`src/rtl/mem_miss_arbiter.sv`:
```
// ============================================================================
// Module   : mem_miss_arbiter
// Purpose  : Arbitrates D-cache write-throughs, D-miss fills and I-miss fills
//            onto the single port of the pipelined main memory. A fill issues
//            one read per cycle for every word of the block, streams the
//            returned words into the selected cache's data array, and then
//            pulses the tag/valid write. busy holds the pipeline stalled while
//            any operation is in flight.
// Revision : 1.0 - initial release
// ----------------------------------------------------------------------------
// Ports
//   clk, rst_n                 clock, asynchronous active-low reset
//   i_miss, i_miss_addr        I-cache miss request (level) and fetch address
//   d_miss, d_miss_addr        D-cache load miss request (level) and address
//   d_wr_req/addr/data         store write-through request (held until wr_ack)
//   mem_addr/enable/wr/data_in memory request port
//   mem_data_out/data_valid    memory read return
//   fill_data/word_en/word_idx data-array write for the block being filled
//   fill_sel_d                 1 = fill targets D-cache, 0 = I-cache
//   fill_tag_we                one-cycle tag/valid write at end of fill
//   wr_ack                     store accepted by memory this cycle
//   busy                       operation in progress (pipeline stall)
// Optional build macro
//   ARB_PERF_CNT_EN : adds saturating fill counters i_fill_count/d_fill_count
// ============================================================================
`default_nettype none

module mem_miss_arbiter #(
  parameter int WORDS_PER_BLOCK = 8,
  parameter int ADDR_W          = 16,
  parameter int DATA_W          = 16
) (
  input  logic              clk,
  input  logic              rst_n,
  input  logic              i_miss,
  input  logic [ADDR_W-1:0] i_miss_addr,
  input  logic              d_miss,
  input  logic [ADDR_W-1:0] d_miss_addr,
  input  logic              d_wr_req,
  input  logic [ADDR_W-1:0] d_wr_addr,
  input  logic [DATA_W-1:0] d_wr_data,
  output logic [ADDR_W-1:0] mem_addr,
  output logic              mem_enable,
  output logic              mem_wr,
  output logic [DATA_W-1:0] mem_data_in,
  input  logic [DATA_W-1:0] mem_data_out,
  input  logic              mem_data_valid,
  output logic [DATA_W-1:0] fill_data,
  output logic              fill_word_en,
  output logic [2:0]        fill_word_idx,
  output logic              fill_sel_d,
  output logic              fill_tag_we,
  output logic              wr_ack,
  output logic              busy
`ifdef ARB_PERF_CNT_EN
  ,
  output logic [15:0]       i_fill_count,
  output logic [15:0]       d_fill_count
`endif
);

  localparam int IDX_W = $clog2(WORDS_PER_BLOCK);
  // Byte-offset bits inside one block (words are DATA_W/8 bytes wide).
  localparam int OFF_W = $clog2(WORDS_PER_BLOCK * (DATA_W / 8));
  localparam logic [ADDR_W-1:0] BLOCK_MASK = {{(ADDR_W-OFF_W){1'b1}}, {OFF_W{1'b0}}};
  localparam logic [IDX_W-1:0]  LAST_IDX   = IDX_W'(WORDS_PER_BLOCK - 1);

  typedef enum logic [1:0] {
    IDLE  = 2'd0,
    WRITE = 2'd1,
    FILL  = 2'd2,
    DONE  = 2'd3
  } state_t;

  state_t            state;
  logic [ADDR_W-1:0] base;
  logic [IDX_W-1:0]  issue_cnt;   // index of the next read to issue
  logic [IDX_W-1:0]  rcv_cnt;     // index of the next word expected back
  logic              issued_all;  // separate flag: issue_cnt wraps to 0 after the last read

  always_ff @(posedge clk or negedge rst_n) begin
    if (!rst_n) begin
      state       <= IDLE;
      base        <= '0;
      issue_cnt   <= '0;
      rcv_cnt     <= '0;
      issued_all  <= 1'b0;
      mem_addr    <= '0;
      mem_enable  <= 1'b0;
      mem_wr      <= 1'b0;
      mem_data_in <= '0;
      fill_sel_d  <= 1'b0;
      fill_tag_we <= 1'b0;
      wr_ack      <= 1'b0;
    end else begin
      wr_ack      <= 1'b0;
      fill_tag_we <= 1'b0;
      case (state)
        IDLE: begin
          if (d_wr_req) begin
            state       <= WRITE;
            mem_enable  <= 1'b1;
            mem_wr      <= 1'b1;
            mem_addr    <= d_wr_addr;
            mem_data_in <= d_wr_data;
            wr_ack      <= 1'b1;
          end else if (d_miss || i_miss) begin
            // D side wins a simultaneous miss; the first read (word 0) goes
            // out in the very first FILL cycle.
            state      <= FILL;
            fill_sel_d <= d_miss;
            base       <= (d_miss ? d_miss_addr : i_miss_addr) & BLOCK_MASK;
            mem_addr   <= (d_miss ? d_miss_addr : i_miss_addr) & BLOCK_MASK;
            mem_enable <= 1'b1;
            mem_wr     <= 1'b0;
            issue_cnt  <= IDX_W'(1);
            issued_all <= 1'b0;
            rcv_cnt    <= '0;
          end
        end

        WRITE: begin
          state       <= IDLE;
          mem_enable  <= 1'b0;
          mem_wr      <= 1'b0;
          mem_data_in <= '0;
        end

        FILL: begin
          if (!issued_all) begin
            if (issue_cnt == '0) begin
              mem_enable <= 1'b0;
              issued_all <= 1'b1;
            end else begin
              mem_addr  <= base | (ADDR_W'(issue_cnt) << 1);
              issue_cnt <= issue_cnt + 1'b1;
            end
          end
          // Completion is driven purely by returned words, so gaps and late
          // data from memory simply stretch the FILL state.
          if (mem_data_valid) begin
            rcv_cnt <= rcv_cnt + 1'b1;
            if (rcv_cnt == LAST_IDX) begin
              state       <= DONE;
              fill_tag_we <= 1'b1;
              mem_enable  <= 1'b0;
            end
          end
        end

        DONE: begin
          state      <= IDLE;
          issue_cnt  <= '0;
          rcv_cnt    <= '0;
          issued_all <= 1'b0;
        end

        default: state <= IDLE;
      endcase
    end
  end

  // The word write must land in the same cycle the memory presents it.
  assign fill_data     = mem_data_out;
  assign fill_word_en  = (state == FILL) && mem_data_valid;
  assign fill_word_idx = 3'(rcv_cnt);
  assign busy          = (state != IDLE);

`ifdef ARB_PERF_CNT_EN
  always_ff @(posedge clk or negedge rst_n) begin
    if (!rst_n) begin
      i_fill_count <= '0;
      d_fill_count <= '0;
    end else if (state == DONE) begin
      if (fill_sel_d) begin
        if (d_fill_count != 16'hFFFF) d_fill_count <= d_fill_count + 16'd1;
      end else begin
        if (i_fill_count != 16'hFFFF) i_fill_count <= i_fill_count + 16'd1;
      end
    end
  end
`endif

endmodule

`default_nettype wire
```
`config.mk`:
```
export PLATFORM = sky130hd
export DESIGN_NAME = mem_miss_arbiter
export DESIGN_NICKNAME = d
export VERILOG_FILES = /design/src/rtl/mem_miss_arbiter.sv
export SDC_FILE = /design/constraint.sdc
export NUM_CORES = 1
export LEC_CHECK = 0
export CORE_MARGIN = 2
export CORE_UTILIZATION = 41
export DETAILED_ROUTE_END_ITERATION = 10
export PLACE_DENSITY_LB_ADDON = 0.3
export SETUP_SLACK_MARGIN = 0.3
export SLEW_MARGIN = 20
export SYNTH_ARGS = -nofsm -noshare
export SYNTH_HDL_FRONTEND = slang
export SYNTH_SLANG_ARGS = --single-unit
```
`constraint.sdc`:
```
create_clock -name clk -period 2 [get_ports clk]
set_input_delay 0.4 -clock clk [delete_from_list [all_inputs] [get_ports clk]]
set_output_delay 0.4 -clock clk [all_outputs]
set_load 0.02 [all_outputs]
```
==> results.toml <==
[floorplanning]
ioPinCount = 144
die_area_sq_um = 8200
die_h_microns = 90.6
core_area_sq_um = 7250
floorplan.initialDensity = 0.424
row_count = 31
die_width_microns = 90.6

[placed_design]
placed_area_sq_um = 4230
dp_cells = 499
dp_hpwl_mm = 5.73
gp_congestion = 0.836
port_buffers = 103

[detailed_routing]
wl_met1_mm = 3.70
dr_wl_met2_mm = 4.50
vias = 2838
ant_nets = 0
drcViolationCount = 0
wl_per_cell_microns = 16.9
drtPass1Iterations = 4
dr_wl_met3_microns = 726
viasPerCell = 5.29
wl_mm = 9.08
drt_iter0_markers = 117
routed.top_layer = "met4"

[layout]
stdcell_area_sq_um = 4890
syn2layout_area_growth_pct = 59.0
diodes = 0
stdcell_count = 536
drive_gt1_frac = 0.291
fillers = 580
final_nets = 526

[clock_tree]
hold_buffers = 0
cts_tree = "built"
clk_latency_ns = 0.35
htreeDepth = 3
cts-buffers-inserted = 9
cts.clk_slew.worst_paths_ns = 0.06
clock_path_buffers = 2
cts.sinks = 58
clock-root-buffer = "clkbuf_8"

[grt]
grt_first_pass_wirelength_mm = 13.9
grt_max_degree = 59
track_usage = 0.212
grt_pass1_vias = 2800
gr-total-overflow = 0
antenna_found_initial = 0

[yosys]
yosys-top-cells-area = "dfrtp_1 47%, a21oi_1 5.0%, mux2i_1 4.6%, mux2_4 4.4%, buf_4 3.9%"
syn-cell-area_sq_um = 3070
synth_most_common_cell = "dfrtp_1"
yosysWarnings = 0
syn_area_per_cell_sq_um = 10.1
syn_nets = 399
synth_top_area_cell = "dfrtp_1"
synth_edf_count = 0
synth_seq_area_share = 0.472
synth_ff_type = "dfrtp_1"
async_reset_ff_frac = 1.00
yosys-top-cells-count = "58 x dfrtp_1, 32 x nand2_1, 31 x a21oi_1"
synth_top_area_share = 0.472
ys_types = 42
postSynthCellCount = 305
ys_ff_latch = 58

[power]
p_seq_frac = 0.264
p_leak_nw = 2.20
ir_worst_vdd_mv = 0.810
power_density_nw_per_um2 = 1600
sw_frac_of_total = 0.392
power_frac_clock = 0.156
p_int_w = 0.00475
p_comb_frac = 0.580
switching_power_w = 0.00307

[critical_path]
cp_common_cell = "buf_4"
path_delay_family = "flip-flops"
end_kind = "output port"
crit_type = "flip-flop to output port"
cp.required_ns = 1.60
crit_buf_inv = 4
rr_worst_depth = 8
cp-start-kind = "flip-flop"
arrival_ns = 1.37
crit_cells = 5
r2r_start = "state[1]"
critPathSlowestCell = "dfrtp_2"
r2r_slack_ns = 0.26
critPathMaxFanout = 4
worstPathCellList = "inv_2 -> ha_4 -> buf_4 -> inv_1 -> buf_4"
r2r-end = "mem_addr[12]"
critPathMaxStageDelay_ns = 0.45

[timing]
setup_viol_count_final = 0
slew_violations = 0
max_slew.worst_pin.slew_ns = 0.596
rsz0062_at_grt = "true"
hold_viol_final = 0
period_share = 0.883
period_needed_ns = 1.77
timing.slew.headroom = 0.601
skew_ns = 0.00606
max_freq_mhz = 566

[status]
status = "complete, no violations"

[flow_run]
drv_cap = 0

[hold_path]
min_path_type = "input port to asynchronous set/reset pin"
[worst max path at each step]
stage                             from            to  slack, ns
after floorplan           issue_cnt[0]  mem_addr[10]       0.31
after global placement          d_miss  mem_addr[13]      -0.09
after detailed placement        d_miss   mem_addr[5]      -0.13
after CTS                     state[0]  fill_word_en       0.17
after global routing          state[0]  fill_word_en       0.17
final                         state[1]          busy       0.23
[through the flow]
stage	total power [W]	hold slack (ns)	util	TNS [ns]	setup slack (ns)
2_1_floorplan	0.00430	0.104	-	0	0.308
3_3_place_gp	0.00558	0.432	0.583	-1.23	-0.0885
3_5_place_dp	0.00568	0.430	0.583	-1.61	-0.128
4_1_cts	0.00737	0.0618	0.641	0	0.171
5_1_grt	0.00828	0.0702	0.674	0	0.166
6_report	0.00782	0.0446	0.674	0	0.233
[cell usage in the layout, fill, tap and decap left out, types with 3 or more instances in the layout]
cell type        instances
inv_1                    4
o21ai_0                 22
a22oi_1                 12
ha_1                     4
mux2i_1                 13
nand2_1                 31
dlygate4sd2_1           40
o22ai_1                 13
a21oi_1                 20
nor2_1                   7
buf_4                   34
a21oi_2                 11
nand3_1                  3
nor2_2                   5
nor2b_1                  6
mux2_4                  15
nor2_4                  11
buf_6                    4
clkdlybuf4s50_1         60
buf_12                   4
clkbuf_8                10
inv_2                    3
dfrtp_1                 56
[sequential cells by signal (all words and copies together), names as in the netlist, 2 cells and up]
register       count
mem_addr          16
mem_data_in       16
base              12
fill_word_idx      3
issue_cnt          3
state              2
[cells by family (layout without fill, tap and decap cells)]
kind of cell	Yosys count	in the layout	share of synthesized area
AO/OA/AOI/OAI	94	94	0.192
multiplexers	29	29	0.112
adder cells (fa/ha/maj)	8	8	0.0326
AND/OR/NAND/NOR	75	75	0.109
buffers and inverters	41	173	0.0827
flip-flops	58	58	0.472
[layer usage]
metal	vias up	track usage
li1	1328	-
met1	1392	0.261
met2	98	0.344
met3	20	0.0851
met4	0	0.0628
met5	-	0
[worst register-to-register path, cell delays in order (launching register included)]
cell      delay [ns]
dfrtp_2         0.45
inv_2           0.09
ha_4            0.15
buf_6           0.10
nand2b_4        0.07
o221ai_4        0.19
buf_6           0.15
buf_8           0.12
mux2_4          0.30
[cell type report]
type	instances	area [sq um]	area share
multi-input cells	206	1610	0.329
flip-flops and latches	58	1450	0.297
well taps	99	124	0.0253
clock inverters	5	77.6	0.0159
repair buffers	149	1450	0.296
clock buffers	11	141	0.0289
inverters	8	32.5	0.00666
[what timing repair did]
action | in CTS | in global routing
setup endpoints to repair | 94 | 35
pin swaps | 3 | 3
resized for setup | 80 | 43
gates cloned | 1 | 2
buffers inserted | 13 | 5
[power groups by stage]
stage / sequential [W] / clock (W) / combinational [W]
global placement: 0.00200 / 0 / 0.00358
finish: 0.00206 / 0.00122 / 0.00454
CTS: 0.00200 / 0.00122 / 0.00415
floorplan: 0.00234 / 0 / 0.00196
detailed placement: 0.00202 / 0 / 0.00366
global route: 0.00213 / 0.00129 / 0.00486
(Power assumes the default switching activity.)
